`config.mk`:
```
export PLATFORM = sky130hd
export DESIGN_NAME = dcache_refill_wb
export DESIGN_NICKNAME = d
export VERILOG_FILES = /design/src/rtl/dcache_refill_wb.sv
export SDC_FILE = /design/constraint.sdc
export NUM_CORES = 1
export LEC_CHECK = 0
export BUFFER_PORTS_ARGS = -buffer_cell sky130_fd_sc_hd__clkbuf_2
export CORE_AREA = 5 5 468 470
export DETAILED_ROUTE_END_ITERATION = 8
export DIE_AREA = 0 0 473 475
export SKIP_CTS_REPAIR_TIMING = 1
export SLEW_MARGIN = 30
export SYNTH_ARGS = -nofsm -noshare
export SYNTH_HDL_FRONTEND = slang
export SYNTH_SLANG_ARGS = --single-unit
```
`constraint.sdc`:
```
create_clock -name clk -period 3.3 [get_ports clk]
set_input_delay 0.66 -clock clk [delete_from_list [all_inputs] [get_ports clk]]
set_output_delay 0.66 -clock clk [all_outputs]
set_load 0.01 [all_outputs]
```
`src/rtl/dcache_refill_wb.sv`:
```
// D-cache miss engine: optional dirty-victim writeback burst plus a 16-word refill burst.
// Define DCACHE_WB_BUFFER_EN to hold the victim and run the refill before the writeback.
module dcache_refill_wb #(
    parameter int INDEX_SIZE = 6
) (
    input  logic                  clk,
    input  logic                  resetn,
    input  logic                  req_valid,
    output logic                  req_ready,
    input  logic                  req_wb,
    input  logic [INDEX_SIZE-1:0] req_index,
    input  logic [19:0]           req_vtag,
    input  logic [19:0]           req_ntag,
    input  logic [511:0]          req_line,
    output logic                  fill_valid,
    output logic [511:0]          fill_line,
    output logic                  mem_awvalid,
    input  logic                  mem_awready,
    output logic [31:0]           mem_awaddr,
    output logic                  mem_wvalid,
    input  logic                  mem_wready,
    output logic [31:0]           mem_wdata,
    output logic                  mem_wlast,
    input  logic                  mem_bvalid,
    output logic                  mem_arvalid,
    input  logic                  mem_arready,
    output logic [31:0]           mem_araddr,
    input  logic                  mem_rvalid,
    input  logic [31:0]           mem_rdata
);

    typedef enum logic [2:0] {IDLE, WB_ADDR, WB_DATA, WB_RESP, RD_ADDR, RD_DATA, FILL} state_t;

    state_t                state_q;
    logic                  ready_q, awvalid_q, wvalid_q, arvalid_q, fill_valid_q;
    logic [INDEX_SIZE-1:0] index_q;
    logic [19:0]           vtag_q, ntag_q;
    logic [511:0]          line_q, fill_line_q, fill_line_d;
    logic [3:0]            beat_q;
    logic [8:0]            beatBit;
`ifdef DCACHE_WB_BUFFER_EN
    logic                  wb_q;
`endif

    assign beatBit     = {beat_q, 5'b0};
    assign req_ready   = ready_q;
    assign fill_valid  = fill_valid_q;
    assign fill_line   = fill_line_q;
    assign mem_awvalid = awvalid_q;
    assign mem_wvalid  = wvalid_q;
    assign mem_arvalid = arvalid_q;
    assign mem_awaddr  = {vtag_q, index_q, 6'b0};
    assign mem_araddr  = {ntag_q, index_q, 6'b0};
    // The beat counter only advances on a handshake, so a stalled word stays put.
    assign mem_wdata   = line_q[beatBit +: 32];
    assign mem_wlast   = (beat_q == 4'd15);

    always_comb begin
        fill_line_d = fill_line_q;
        if (state_q == RD_DATA && mem_rvalid) begin
            fill_line_d[beatBit +: 32] = mem_rdata;
        end
    end

    always_ff @(posedge clk or negedge resetn) begin
        if (!resetn) begin
            state_q      <= IDLE;
            ready_q      <= 1'b1;
            awvalid_q    <= 1'b0;
            wvalid_q     <= 1'b0;
            arvalid_q    <= 1'b0;
            fill_valid_q <= 1'b0;
            index_q      <= '0;
            vtag_q       <= '0;
            ntag_q       <= '0;
            line_q       <= '0;
            fill_line_q  <= '0;
            beat_q       <= '0;
`ifdef DCACHE_WB_BUFFER_EN
            wb_q         <= 1'b0;
`endif
        end else begin
            fill_line_q <= fill_line_d;
            case (state_q)
                IDLE: begin
                    if (req_valid && ready_q) begin
                        ready_q <= 1'b0;
                        index_q <= req_index;
                        vtag_q  <= req_vtag;
                        ntag_q  <= req_ntag;
                        line_q  <= req_line;
                        beat_q  <= '0;
`ifdef DCACHE_WB_BUFFER_EN
                        wb_q      <= req_wb;
                        state_q   <= RD_ADDR;
                        arvalid_q <= 1'b1;
`else
                        if (req_wb) begin
                            state_q   <= WB_ADDR;
                            awvalid_q <= 1'b1;
                        end else begin
                            state_q   <= RD_ADDR;
                            arvalid_q <= 1'b1;
                        end
`endif
                    end
                end
                WB_ADDR: begin
                    if (mem_awready) begin
                        awvalid_q <= 1'b0;
                        wvalid_q  <= 1'b1;
                        beat_q    <= '0;
                        state_q   <= WB_DATA;
                    end
                end
                WB_DATA: begin
                    if (mem_wready) begin
                        beat_q <= beat_q + 4'd1;
                        if (beat_q == 4'd15) begin
                            wvalid_q <= 1'b0;
                            state_q  <= WB_RESP;
                        end
                    end
                end
                WB_RESP: begin
                    if (mem_bvalid) begin
`ifdef DCACHE_WB_BUFFER_EN
                        state_q <= IDLE;
                        ready_q <= 1'b1;
`else
                        state_q   <= RD_ADDR;
                        arvalid_q <= 1'b1;
`endif
                    end
                end
                RD_ADDR: begin
                    if (mem_arready) begin
                        arvalid_q <= 1'b0;
                        beat_q    <= '0;
                        state_q   <= RD_DATA;
                    end
                end
                RD_DATA: begin
                    if (mem_rvalid) begin
                        beat_q <= beat_q + 4'd1;
                        if (beat_q == 4'd15) begin
                            fill_valid_q <= 1'b1;
                            state_q      <= FILL;
                        end
                    end
                end
                FILL: begin
                    fill_valid_q <= 1'b0;
`ifdef DCACHE_WB_BUFFER_EN
                    if (wb_q) begin
                        state_q   <= WB_ADDR;
                        awvalid_q <= 1'b1;
                    end else begin
                        state_q <= IDLE;
                        ready_q <= 1'b1;
                    end
`else
                    state_q <= IDLE;
                    ready_q <= 1'b1;
`endif
                end
                default: begin
                    state_q <= IDLE;
                    ready_q <= 1'b1;
                end
            endcase
        end
    end

endmodule

```
# Word level (Yosys, flattened, before mapping)
# Index checks and enable logic that the tools add are counted.
# totals
regBits	1082
inputBits	599
output_inout_bits	614
# classes
add_sub_neg	2
n_eq_ne	17
n_shift	3
muxes	35
bitwise	1
n_reduce_logical	17
# op_table
operator	count
bitwise mux 512 bit	1
variable shift 32 x 11 -> 512 bit, first input constant	1
variable part select 32 x 11 -> 512 bit	1
variable part select 512 x 10 -> 32 bit	1
2-to-1 mux 3 bit	9
2-to-1 mux 4 bit	5
inequality test 2 bit, second input constant	10
one-hot mux 4 bit (5 select lines)	1
one-hot mux 3 bit (6 select lines)	1
2-to-1 mux 1 bit	13
negator 9 -> 11 bit	1
== test 3 bit, second input constant	3
one-hot mux 1 bit (2 select lines)	4
AND reduction 4 bit	2
AND reduction 8 bit	1
== test 3 x 2 -> 1 bit, second input constant	2
AND reduction 6 bit	1
nonzero test 2 bit	3
AND reduction 5 bit	1
nonzero test 5 bit	1
OR reduction 5 bit	1
adder 4 x 1 -> 4 bit, second input constant	1
== test 4 bit, second input constant	1
AND reduction 2 bit	2
7 further kinds	8

# Longest topological paths before layout
# logic_depth
depth_word	4
depth_mapped	11
ltp_nobuf	6

# Least setup slack after synthesis
# OpenSTA, ideal clock, no wires.
# synth_timing
path_type	reg2reg
from	reg beat_q[1]
to	reg fill_line_q[246], in the netlist fill_line[246]
t_arrival_ns	2.702
path_slack_ns	0.473
path_stages_with_launch	12
cell_sequence	dfrtp_1 -> buf_2 -> buf_2 -> buf_1 -> inv_1 -> ha_1 -> nand2b_1 -> o32a_1 -> buf_2 -> nor2_4 -> buf_4 -> mux2_2
# synth_via
elab_chain_len	3
word_cells_on_any_way	4
classes_between	add/sub: 1; shift: 2; mux: 1
# synth_rtl
item	line_no	source
from (decl)	39	logic [3:0] beat_q;
from (signal assigned)	118	beat_q <= beat_q + 4'd1;
from (signal assigned)	145	beat_q <= beat_q + 4'd1;
negator 9 -> 11 bit (*)	61	fill_line_d[beatBit +: 32] = mem_rdata;
variable part select 32 x 11 -> 512 bit or variable shift 32 x 11 -> 512 bit (tied branches)	61	
bitwise mux 512 bit (*)	61	
to (signal assigned)	83	fill_line_q <= fill_line_d;
to (decl)	38	logic [511:0] line_q, fill_line_q, fill_line_d;
# Mark *: on every way between the ends. The rest lies on a longest branch, timed or not.
# A chain may end at the register's enable or synchronous reset.

# Worst setup path in the final report
# layout_timing
from	reg beat_q[0]
to	out mem_wdata[24]
# layout_via
elab_chain_len	1
# layout_rtl
item	line_no	source
variable part select 512 x 10 -> 32 bit	55	assign mem_wdata = line_q[beatBit +: 32];
to (decl)	22	output logic [31:0] mem_wdata,
# Every way passes these cells.

==> metrics.yaml <==
setup_path:
  cp_num_buf_inv: 4
  startpoint: "beat_q[0]$_DFFE_PN0P_"
  end_kind: "output pin"
  cp-start-kind: "flip-flop"
  critPathKind: "flip-flop to output pin"
  worstPathMaxFanout: 7
  path_cells: "buf_12, buf_16, buf_16, mux4_2, mux4_2, clkbuf_2"
  worstPathRequired_ns: 2.64
  cp_top_family: "multiplexers"
  slowest_delay_ns: 0.54
  reg2reg_from: "beat_q[0]$_DFFE_PN0P_"
  crit_arrival_ns: 2.98
  cp_slowest_cell: "mux4_2"
yosys:
  synth_area_leader_cell: "dfrtp_1"
  syn_inst: 2948
  synth_top_cells_by_count: "1081 x dfrtp_1, 877 x mux2_2, 160 x mux4_2"
  yosysUniqueCellTypes: 54
  synth_area_per_cell_sq_um: 15.45
  synth_top_cells_by_area: "dfrtp_1 59%, mux2_2 22%, mux4_2 7.9%"
  syn-cell-area_sq_um: 45560
  synth-seq-area-share_pct: 59.43
  synthFlopType: "dfrtp_1"
  synth_edf_count: 0
  async_flop_share_pct: 100.0
  ys_seq_elements: 1082
  yosysTopAreaCellShare_pct: 59.37
  yosysMostFrequentCell: "dfrtp_1"
  ys_warn_count: 0
pwr:
  p_clk_share_pct: 27.9
  switching_share_pct: 32.36
  vdd_drop_max_v: 0.0006250
  p_comb_share_pct: 31.1
  power_density_nw_per_um2: 843.2
  p_int_w: 0.03423
  p_seq_share_pct: 41.0
  leakage_nw: 28.33
  p_sw_w: 0.01638
cts:
  cts_tree: "built"
  path_clk_slew_ns: 0.07
  cts-root-buf: "clkbuf_16"
  clk_latency_ns: 0.77
  cts_buffer_depth: 3
  cts_buffers: 118
  numClockSinks: 1082
  h-tree-depth: 3
timing:
  hold-worst-slack_ns: 0.1160
  fin_ws_ns: -0.3354
  fmax_mhz: 275.1
  setup_viol: 32
  finalHoldViolCount: 0
  fin_crit_sh_pct: 110.2
  rsz0062_at_grt: "yes"
  tightest_slew_ns: 0.7138
  slew_viol_final: 0
  fin_skew_ns: 0.04009
  relSlewSlack_pct: 52.42
  layout_min_cycle_time_ns: 3.635
finish:
  fin_util_pct: 28.05
  layout-drive-gt1-share_pct: 60.78
  fill_cells: 21907
  nNetsFinal: 4788
  synthToLayoutAreaGrowth_pct: 31.74
routing:
  ant_nets: 0
  wirelength_mm: 188.3
  vias: 30669
  drcViolationCount: 0
  dr.pass1.iters: 5
  routed_via_density: 4.295
  drt-initial-drc-count: 1741
  wire_per_inst_microns: 26.38
global_route:
  grt_start_max_net_pins: 102
  antenna_found_initial: 86
  overflow: 0
  grt_util_all_layers_pct: 16.02
  grt_pass1_vias: 32371
  grt_pass1_wl_mm: 256.0
run_status:
  violations: "negative setup slack"
  status: "finished with violations"
job:
  drv_cap: 0
place:
  place_congestion: 0.9073
  io_buffer_count: 1200
  dp.final_hpwl_mm: 146.6
floorplanning:
  io-pin-count: 1213
  fp.dieW_microns: 473
  rows: 170
  dieHeight_microns: 475
  die_area_sq_um: 224700
  fp.coreArea_sq_um: 214000
  start_util_pct: 21.29
min_path:
  hp-class: "input pin to flip-flop"
  hp-start: "req_line[478]"
[cells by family (layout without fill, tap and decap cells)]
group                    after synthesis  after routing  share of synthesized area (%)
buffers and inverters                305           1629                          3.359
AND/OR/NAND/NOR                      267            267                          2.752
flip-flops                          1082           1082                          59.43
adder cells (fa/ha/maj)                6              6                         0.1648
other                                  1             32                       0.008231
multiplexers                        1167           1167                          32.62
XOR/XNOR                               1              1                        0.03571
AO/OA/AOI/OAI                        119            119                          1.626
[metal layers]
layer,wire (microns),vias to the layer above,share of wire [%],global-route usage [%]
met5,487,-,0.26,0
met1,73040,15861,39,18.82
met3,14860,367,7.9,5.013
met4,9070,66,4.8,7.381
met2,90880,1312,48,26.78
li1,-,13063,-,-
[flip-flops by register name, indices dropped and copies added, names as in the netlist]
register and cells:
mem_wvalid 1, mem_awvalid 1, line_q 512, state_q 3
vtag_q 20, mem_arvalid 1, fill_line 512, beat_q 4
req_ready 1, fill_valid 1, ntag_q 20, index_q 6
[worst paths after layout]
path,endpoint,slack [ns],cells past startpoint
worst min-delay path,line_q[478]$_DFFE_PN0P_,0.12,2
worst max-delay path,mem_wdata[24],-0.34,6
min in group asynchronous,ntag_q[12]$_DFFE_PN0P_,0.47,2
worst min register to register,req_ready$_DFFE_PN1P_,0.48,2
max in group asynchronous,fill_line[493]$_DFFE_PN0P_,1.62,3
worst max register to register,fill_line[338]$_DFFE_PN0P_,0.47,8
[power by group through the flow]
stage | logic, W | registers, W | clock network (W)
finish | 0.0158 | 0.0207 | 0.0141
global route | 0.0169 | 0.0211 | 0.0150
CTS | 0.0154 | 0.0209 | 0.0145
detailed placement | 0.0153 | 0.0211 | 0
global placement | 0.0150 | 0.0210 | 0
floorplan | 0.00982 | 0.0195 | 0
[metrics by stage]
step / TNS [ns] / instance area, sq um / total power [W] / setup WS, ns / instances
2_1_floorplan: 0 / 45600 / 0.02931 / 0.4731 / 2959
6_report: -8.572 / 60020 / 0.05061 / -0.3354 / 7141
5_1_grt: -12.23 / 59990 / 0.05312 / -0.4600 / 7128
4_1_cts: -14.99 / 59440 / 0.05080 / -0.5798 / 7092
3_5_place_dp: 0 / 55260 / 0.03637 / 0.3288 / 6872
3_3_place_gp: 0 / 55260 / 0.03602 / 0.3493 / 6872
[layout by cell type, fill, tap and decap left out, types with 5 or more instances in the layout]
master      count
o21ai_0        76
clkbuf_16     125
clkbuf_1       24
mux2i_1        63
nor2_1         39
clkinvlp_4      6
nand2_1       147
clkbuf_2     1191
mux4_2        160
o41ai_1        18
and2_1         33
ha_1            6
conb_1         12
buf_4          89
buf_6          11
clkinv_2       13
and3_1          8
mux2_1         67
mux2_2        877
nand3b_1        6
dfrtp_1      1077
diode_2        20
inv_1          67
buf_12         34
inv_8           5
clkbuf_8       30
buf_16          5
bufinv_16      11
[cell type report]
type / instances / area, sq um / share of cell area, %
Sequential cell: 1082 / 27090 / 45.14
Multi-Input combinational cell: 1572 / 17090 / 28.48
Timing Repair Buffer: 1342 / 7806 / 13.01
Tap cell: 2838 / 3551 / 5.916
Clock buffer: 172 / 3456 / 5.758
Clock inverter: 48 / 721.9 / 1.203
Inverter: 67 / 251.5 / 0.4190
Antenna cell: 20 / 50.05 / 0.08338
Note: power is estimated with default switching activity, not from simulation.
